==> src/rtl/lif_array_if.sv <==
// ----------------------------------------------------------------------------
// lif_array_if
// Bus between the input-current source / configuration master and the
// lif_array neuron core.
//   in_valid    : current beat valid (no backpressure)
//   current     : N x W unsigned per-channel input currents, channel i at [i*W +: W]
//   cfg_we      : configuration write strobe
//   cfg_sel     : 0 threshold, 1 refractory period, 2 leak shift, 3 clear spike_count
//   cfg_data    : configuration write data
//   state       : N x W membrane potentials
//   spike       : per-channel spike pulse, qualified by spike_valid
//   refractory  : per-channel refractory flag
//   spike_valid : in_valid delayed by one cycle
//   spike_count : saturating total of spikes across all channels
// master drives the inputs of the core; slave is the core itself.
// ----------------------------------------------------------------------------
interface lif_array_if #(
   parameter int N = 4,
   parameter int W = 8
);
   logic           in_valid;
   logic [N*W-1:0] current;
   logic           cfg_we;
   logic [1:0]     cfg_sel;
   logic [W-1:0]   cfg_data;
   logic [N*W-1:0] state;
   logic [N-1:0]   spike;
   logic [N-1:0]   refractory;
   logic           spike_valid;
   logic [15:0]    spike_count;

   modport master (
      output in_valid, current, cfg_we, cfg_sel, cfg_data,
      input  state, spike, refractory, spike_valid, spike_count
   );

   modport slave (
      input  in_valid, current, cfg_we, cfg_sel, cfg_data,
      output state, spike, refractory, spike_valid, spike_count
   );
endinterface

==> src/rtl/lif_array.sv <==
// ----------------------------------------------------------------------------
// lif_array
// N leaky integrate-and-fire neurons updated in parallel on every valid beat,
// with saturating integration, programmable threshold / leak / refractory
// period and a saturating aggregate spike counter.
//   clk   : system clock, rising edge
//   reset : asynchronous, active-high reset
//   bus   : lif_array_if slave modport (beat input, config port, outputs)
// All outputs come straight from registers; latency from beat to output is
// one clock.
// ----------------------------------------------------------------------------
module lif_array #(
   parameter int N          = 4,
   parameter int W          = 8,
   parameter int REF_W      = 3,
   parameter int THRESH_RST = 15,
   parameter int LEAK_RST   = 1,
   parameter int REF_RST    = 0
) (
   input logic        clk,
   input logic        reset,
   lif_array_if.slave bus
);

   typedef enum logic [1:0] {
      SEL_THRESH = 2'd0,
      SEL_PERIOD = 2'd1,
      SEL_LEAK   = 2'd2,
      SEL_CLEAR  = 2'd3
   } cfg_sel_e;

   // Configuration registers
   logic [W-1:0]     thresh_q;
   logic [2:0]       leak_q;
   logic [REF_W-1:0] period_q;

   // Per-channel neuron state
   logic [W-1:0]     mem_q [N];
   logic [REF_W-1:0] cnt_q [N];
   logic [N-1:0]     spike_q;
   logic             valid_q;
   logic [15:0]      count_q;

   // Next-state values
   logic [W-1:0]     mem_d [N];
   logic [REF_W-1:0] cnt_d [N];
   logic [N-1:0]     spike_d;
   logic [15:0]      n_fire;
   logic [16:0]      count_sum;
   logic [2:0]       leak_wr;
   logic             clear;

   // Leak shifts beyond W-1 would just zero the membrane; clamp them.
   assign leak_wr   = ({29'd0, bus.cfg_data[2:0]} > W - 1) ? 3'(W - 1) : bus.cfg_data[2:0];
   assign clear     = bus.cfg_we && (cfg_sel_e'(bus.cfg_sel) == SEL_CLEAR);
   assign count_sum = {1'b0, count_q} + {1'b0, n_fire};

   // Neuron update, computed from pre-edge state and pre-edge configuration so
   // a write in the same cycle only takes effect on the following beat.
   always_comb begin
      logic [W:0]   sum;
      logic [W-1:0] sat;
      // NOTE: every combinationally written variable gets a default first so
      // no path leaves it unassigned and no latch is inferred.
      spike_d = '0;
      n_fire  = '0;
      for (int i = 0; i < N; i++) begin
         mem_d[i] = mem_q[i];
         cnt_d[i] = cnt_q[i];
         sum      = '0;
         sat      = '0;
         if (bus.in_valid) begin
            if (cnt_q[i] != '0) begin
               // Refractory: input ignored, membrane clamped at rest.
               cnt_d[i] = cnt_q[i] - 1'b1;
               mem_d[i] = '0;
            end else begin
               // One extra bit of headroom catches the carry for saturation.
               sum = {1'b0, bus.current[i*W +: W]} + {1'b0, mem_q[i] >> leak_q};
               sat = sum[W] ? '1 : sum[W-1:0];
               if (sat >= thresh_q) begin
                  spike_d[i] = 1'b1;
                  mem_d[i]   = '0;
                  cnt_d[i]   = period_q;
               end else begin
                  mem_d[i] = sat;
               end
            end
         end
         n_fire = n_fire + 16'(spike_d[i]);
      end
   end

   // NOTE: sequential state is assigned with non-blocking (<=) so every
   // register samples pre-edge values regardless of statement order.
   always_ff @(posedge clk or posedge reset) begin
      if (reset) begin
         thresh_q <= W'(THRESH_RST);
         leak_q   <= 3'(LEAK_RST);
         period_q <= REF_W'(REF_RST);
      end else if (bus.cfg_we) begin
         case (cfg_sel_e'(bus.cfg_sel))
            SEL_THRESH: thresh_q <= bus.cfg_data;
            SEL_PERIOD: period_q <= bus.cfg_data[REF_W-1:0];
            SEL_LEAK:   leak_q   <= leak_wr;
            default:    ;
         endcase
      end
   end

   always_ff @(posedge clk or posedge reset) begin
      if (reset) begin
         // NOTE: the per-channel arrays are reset element by element because
         // a reset must abandon refractory counts in progress; these are small
         // register arrays, not RAM, so the reset costs nothing special.
         for (int i = 0; i < N; i++) begin
            mem_q[i] <= '0;
            cnt_q[i] <= '0;
         end
         spike_q <= '0;
         valid_q <= 1'b0;
         count_q <= '0;
      end else begin
         for (int i = 0; i < N; i++) begin
            mem_q[i] <= mem_d[i];
            cnt_q[i] <= cnt_d[i];
         end
         spike_q <= spike_d;
         valid_q <= bus.in_valid;
         // Clear wins over spikes landing in the same cycle.
         if (clear)
            count_q <= '0;
         else if (count_sum[16])
            count_q <= '1;
         else
            count_q <= count_sum[15:0];
      end
   end

   for (genvar g = 0; g < N; g++) begin : g_out
      assign bus.state[g*W +: W] = mem_q[g];
      assign bus.refractory[g]   = |cnt_q[g];
   end

   assign bus.spike       = spike_q;
   assign bus.spike_valid = valid_q;
   assign bus.spike_count = count_q;

endmodule
==> src/flat_wrapper.sv <==
// flat-port wrapper written by rule: the top's interface ports become plain ports
module lif_array_flat 
#(
   parameter int N          = 4,
   parameter int W          = 8,
   parameter int REF_W      = 3,
   parameter int THRESH_RST = 15,
   parameter int LEAK_RST   = 1,
   parameter int REF_RST    = 0
)
  (clk, reset, bus_in_valid, bus_current, bus_cfg_we, bus_cfg_sel, bus_cfg_data, bus_state, bus_spike, bus_refractory, bus_spike_valid, bus_spike_count);
  lif_array_if #(.N(N), .W(W)) bus_i ();
  input logic clk;
  input logic reset;
  input wire logic [$bits(bus_i.in_valid)-1:0] bus_in_valid;
  input wire logic [$bits(bus_i.current)-1:0] bus_current;
  input wire logic [$bits(bus_i.cfg_we)-1:0] bus_cfg_we;
  input wire logic [$bits(bus_i.cfg_sel)-1:0] bus_cfg_sel;
  input wire logic [$bits(bus_i.cfg_data)-1:0] bus_cfg_data;
  output wire logic [$bits(bus_i.state)-1:0] bus_state;
  output wire logic [$bits(bus_i.spike)-1:0] bus_spike;
  output wire logic [$bits(bus_i.refractory)-1:0] bus_refractory;
  output wire logic [$bits(bus_i.spike_valid)-1:0] bus_spike_valid;
  output wire logic [$bits(bus_i.spike_count)-1:0] bus_spike_count;
  assign bus_i.in_valid = bus_in_valid;
  assign bus_i.current = bus_current;
  assign bus_i.cfg_we = bus_cfg_we;
  assign bus_i.cfg_sel = bus_cfg_sel;
  assign bus_i.cfg_data = bus_cfg_data;
  assign bus_state = bus_i.state;
  assign bus_spike = bus_i.spike;
  assign bus_refractory = bus_i.refractory;
  assign bus_spike_valid = bus_i.spike_valid;
  assign bus_spike_count = bus_i.spike_count;
  lif_array #(.N(N), .W(W), .REF_W(REF_W), .THRESH_RST(THRESH_RST), .LEAK_RST(LEAK_RST), .REF_RST(REF_RST)) u_core (.clk(clk), .reset(reset), .bus(bus_i));
endmodule
==> config.mk <==
export PLATFORM = sky130hd
export DESIGN_NAME = lif_array_flat
export DESIGN_NICKNAME = d
export VERILOG_FILES = /design/src/rtl/lif_array_if.sv /design/src/rtl/lif_array.sv /design/src/flat_wrapper.sv
export SDC_FILE = /design/constraint.sdc
export NUM_CORES = 1
export LEC_CHECK = 0
export BUFFER_PORTS_ARGS = -buffer_cell sky130_fd_sc_hd__buf_2
export CORE_ASPECT_RATIO = 2
export CORE_MARGIN = 3
export CORE_UTILIZATION = 35
export DETAILED_ROUTE_END_ITERATION = 7
export HOLD_SLACK_MARGIN = 0.12
export PLACE_DENSITY = 0.57
export SETUP_SLACK_MARGIN = 0.02
export SLEW_MARGIN = 0
export SYNTH_ARGS = -nofsm -noshare
export SYNTH_HDL_FRONTEND = slang
export SYNTH_SLANG_ARGS = --single-unit
==> constraint.sdc <==
create_clock -name clk -period 8.9 [get_ports clk]
set_input_delay 1.335 -clock clk [delete_from_list [all_inputs] [get_ports clk]]
set_output_delay 1.335 -clock clk [all_outputs]
set_load 0.02 [all_outputs]
==> flow_summary.yaml <==
sta:
  rsz0062_at_grt: "false"
  max_clock_freq_mhz: 128
  slew_violations: 0
  period_minus_slack_ns: 7.79
  worstMarginPinSlew_ns: 1.02
  finalSetupTns_ns: 0
  setup_ws_ns: 1.11
  skew_ns: 0.00932
  fin_crit_sh_pct: 87.5
  hold_viol_final: 0
  maxSlewHeadroom_pct: 31.9
  setup_viol: 0
placed_design:
  dp_hpwl_um: 16700
  dp.cells: 1109
  placed_cell_area_mm2: 0.00747
  pre_cts_ws_ns: 1.14
  routabilityCongestion: 0.900
  io_buffers: 102
route:
  vias: 6241
  drc: 0
  drt_iter0_drc: 255
  wirelength_um: 21600
  firstDrtPassIters: 4
  wl_per_cell_um: 19.2
  avgViaCountPerCell: 5.55
  drt.antenna.violating_nets: 0
yosys:
  synth_area_leader_cell: "dfrtp_1"
  ys_types: 61
  yosys.area.top_type_share_pct: 27.7
  synth_edf_count: 0
  synth_area_leaders: "dfrtp_1 (28%), ha_1 (14%), nor2_1 (4.6%)"
  postSynthCellCount: 774
  yosysWarnings: 0
  syn_avg_cell_area_um2: 8.65
  netlist_area_mm2: 0.00670
  synth_fp_nets: 903
  ys_async_sr_fraction_pct: 100
  seq_area_frac_synth_pct: 29.6
  synth_seq_cells: 79
  synth_flop_cell: "dfrtp_1"
worst_setup_path:
  critPathCaptureType: "register"
  rr_startpoint: "u_core.leak_q[1]"
  reg2reg_to: "u_core.bus.spike_count[8]"
  ff2ff_setup_slack_ns: 1.11
  endpoint: "u_core.bus.spike_count[8]"
  cpMaxStageDelayCell: "dfrtp_1"
  critPathLaunch: "u_core.leak_q[1]"
  worst-r2r-cell-count: 25
  worst-endpoint-arrival_ns: 8.04
  worst_setup_path_start_kind: "register"
  critPathMaxFanout: 26
  crit_type: "register to register"
  slowest_delay_ns: 0.80
  worst_ep_required_time_ns: 9.15
grt:
  overflow: 0
  grt_use_total_pct: 20.5
  grt_pass1_wl_um: 34000
  grt_pass1_vias: 6472
  grt_max_degree: 75
  antenna_found_initial: 0
finish:
  layout.nets: 994
  diodes: 0
  final_cells: 1125
  multi_input_area_mm2: 0.00439
  syn_to_final_growth_pct: 16.2
  layout_common_cells: "buf_2 (102), nor2_1 (82), ha_1 (77)"
  stdcell_area_mm2: 0.00778
  layout_commonest_cell: "buf_2"
  drive_gt1_share_pct: 18.0
  seqCellArea_mm2: 0.00198
  final.fill_count: 1972
clocking:
  path_clk_slew_ns: 0.07
  cts_sinks: 79
  cts_setup_buffers: 0
  cts_buffers: 9
  insertion_delay_ns: 0.34
  cts_tree: "yes"
  root_buffer: "clkbuf_16"
  cts_resized: 0
  cts_max_level: 3
  holdBufCountCts: 0
  cts_buffer_depth: 2
hold_path:
  min_from: "u_core.period_q[0]"
  hp-class: "register to register"
power_and_ir_drop:
  p_int_mw: 0.990
  p_sw_mw: 0.761
  clockPowerShare_pct: 22.5
  power_density_mw_per_mm2: 225
  p_total_mw: 1.75
  swShare_pct: 43.5
  pwr-share-comb_pct: 48.2
  irDropWorstVdd_uv: 110
  power.leakage_nw: 3.78
  p_seq_share_pct: 29.3
floorplanning:
  core-area_mm2: 0.0188
  initial_utilization_pct: 35.6
  placementRows: 71
  io_pins: 103
  die_height_um: 202
  die_w_um: 104
  dieArea_mm2: 0.0209
run:
  cap_violations: 0
run_status:
  outcome: "finished clean"
==> worst min-delay path by stage <==
stage,endpoint,slack [ns],depth (start not counted)
floorplan,u_core.period_q[0],0.48,1
global route,u_core.period_q[0],0.53,1
detailed placement,u_core.period_q[0],0.50,1
global placement,u_core.period_q[0],0.49,1
CTS,u_core.period_q[0],0.51,1
finish,u_core.period_q[0],0.51,1
==> flip-flops by register name (all words and copies together) (netlist names) <==
signal,count
u_core.bus.spike_count,16
u_core.period_q,3
u_core.cnt_q,12
u_core.leak_q,3
u_core.bus.spike_valid,1
u_core.bus.state,32
u_core.bus.spike,4
u_core.thresh_q,8
==> power by group through the flow <==
stage	Combinational, mW	Sequential, mW	Clock (mW)
after detailed placement	0.845	0.518	0
final	0.845	0.513	0.394
after global placement	0.837	0.516	0
after CTS	0.850	0.512	0.401
after global routing	0.953	0.522	0.415
after floorplan	0.590	0.514	0
==> synthesized netlist by cell type, types with 11 or more instances <==
cell and instances:
nor2_1 82, nand2_1 59, mux2_2 12, dfrtp_1 74
a211oi_1 24, clkbuf_1 25, nor2b_1 16, a22o_1 12
nand3_1 19, o22ai_1 16, o21ai_0 46, xor2_1 14
nand4_1 11, nor3_1 14, ha_1 77, a21o_1 11
inv_1 50, mux2i_1 30, a21oi_1 42
==> area by class of cell <==
| class | count | share of cell area (%) |
|---|---|---|
| multi-input combinational | 612 | 56.4 |
| sequential | 79 | 25.5 |
| timing repair buffer | 113 | 7.62 |
| tap | 255 | 4.10 |
| clock buffer | 10 | 3.07 |
| inverter | 50 | 2.43 |
| clock inverter | 6 | 0.884 |
==> metrics by stage <==
step / util, % / hold slack (ns)
after global routing: 41.3 / 0.532
after detailed placement: 39.7 / 0.499
after global placement: 39.7 / 0.488
after CTS: 41.3 / 0.514
after floorplan: - / 0.479
final: 41.3 / 0.514
==> critical path: cells and delay by family, from the launching register on <==
family	cells	cell delay [ns]
AND/OR/NAND/NOR	6	1.51
AO/OA/AOI/OAI	9	2.41
flip-flops	1	0.80
multiplexers	1	0.38
buffers and inverters	4	0.75
adder cells (fa/ha/maj)	5	1.81
==> routing by layer <==
metal | track usage [%] | share of wire, %
met5 | 0 | 0
met1 | 20.4 | 36
met2 | 39.6 | 54
met4 | 11.3 | 4.9
met3 | 3.05 | 4.2
==> kinds of logic (layout without fill, tap and decap cells) <==
kind of cell	count (synthesis)	after routing	share of synthesized area (%)
buf+inv	83	179	4.82
simple gates	238	238	16.7
xor+xnor	23	23	3.01
flops	79	79	29.6
compound gates	226	226	23.1
fa+ha+maj	83	83	16.2
mux	42	42	6.50
(Power assumes the default switching activity.)
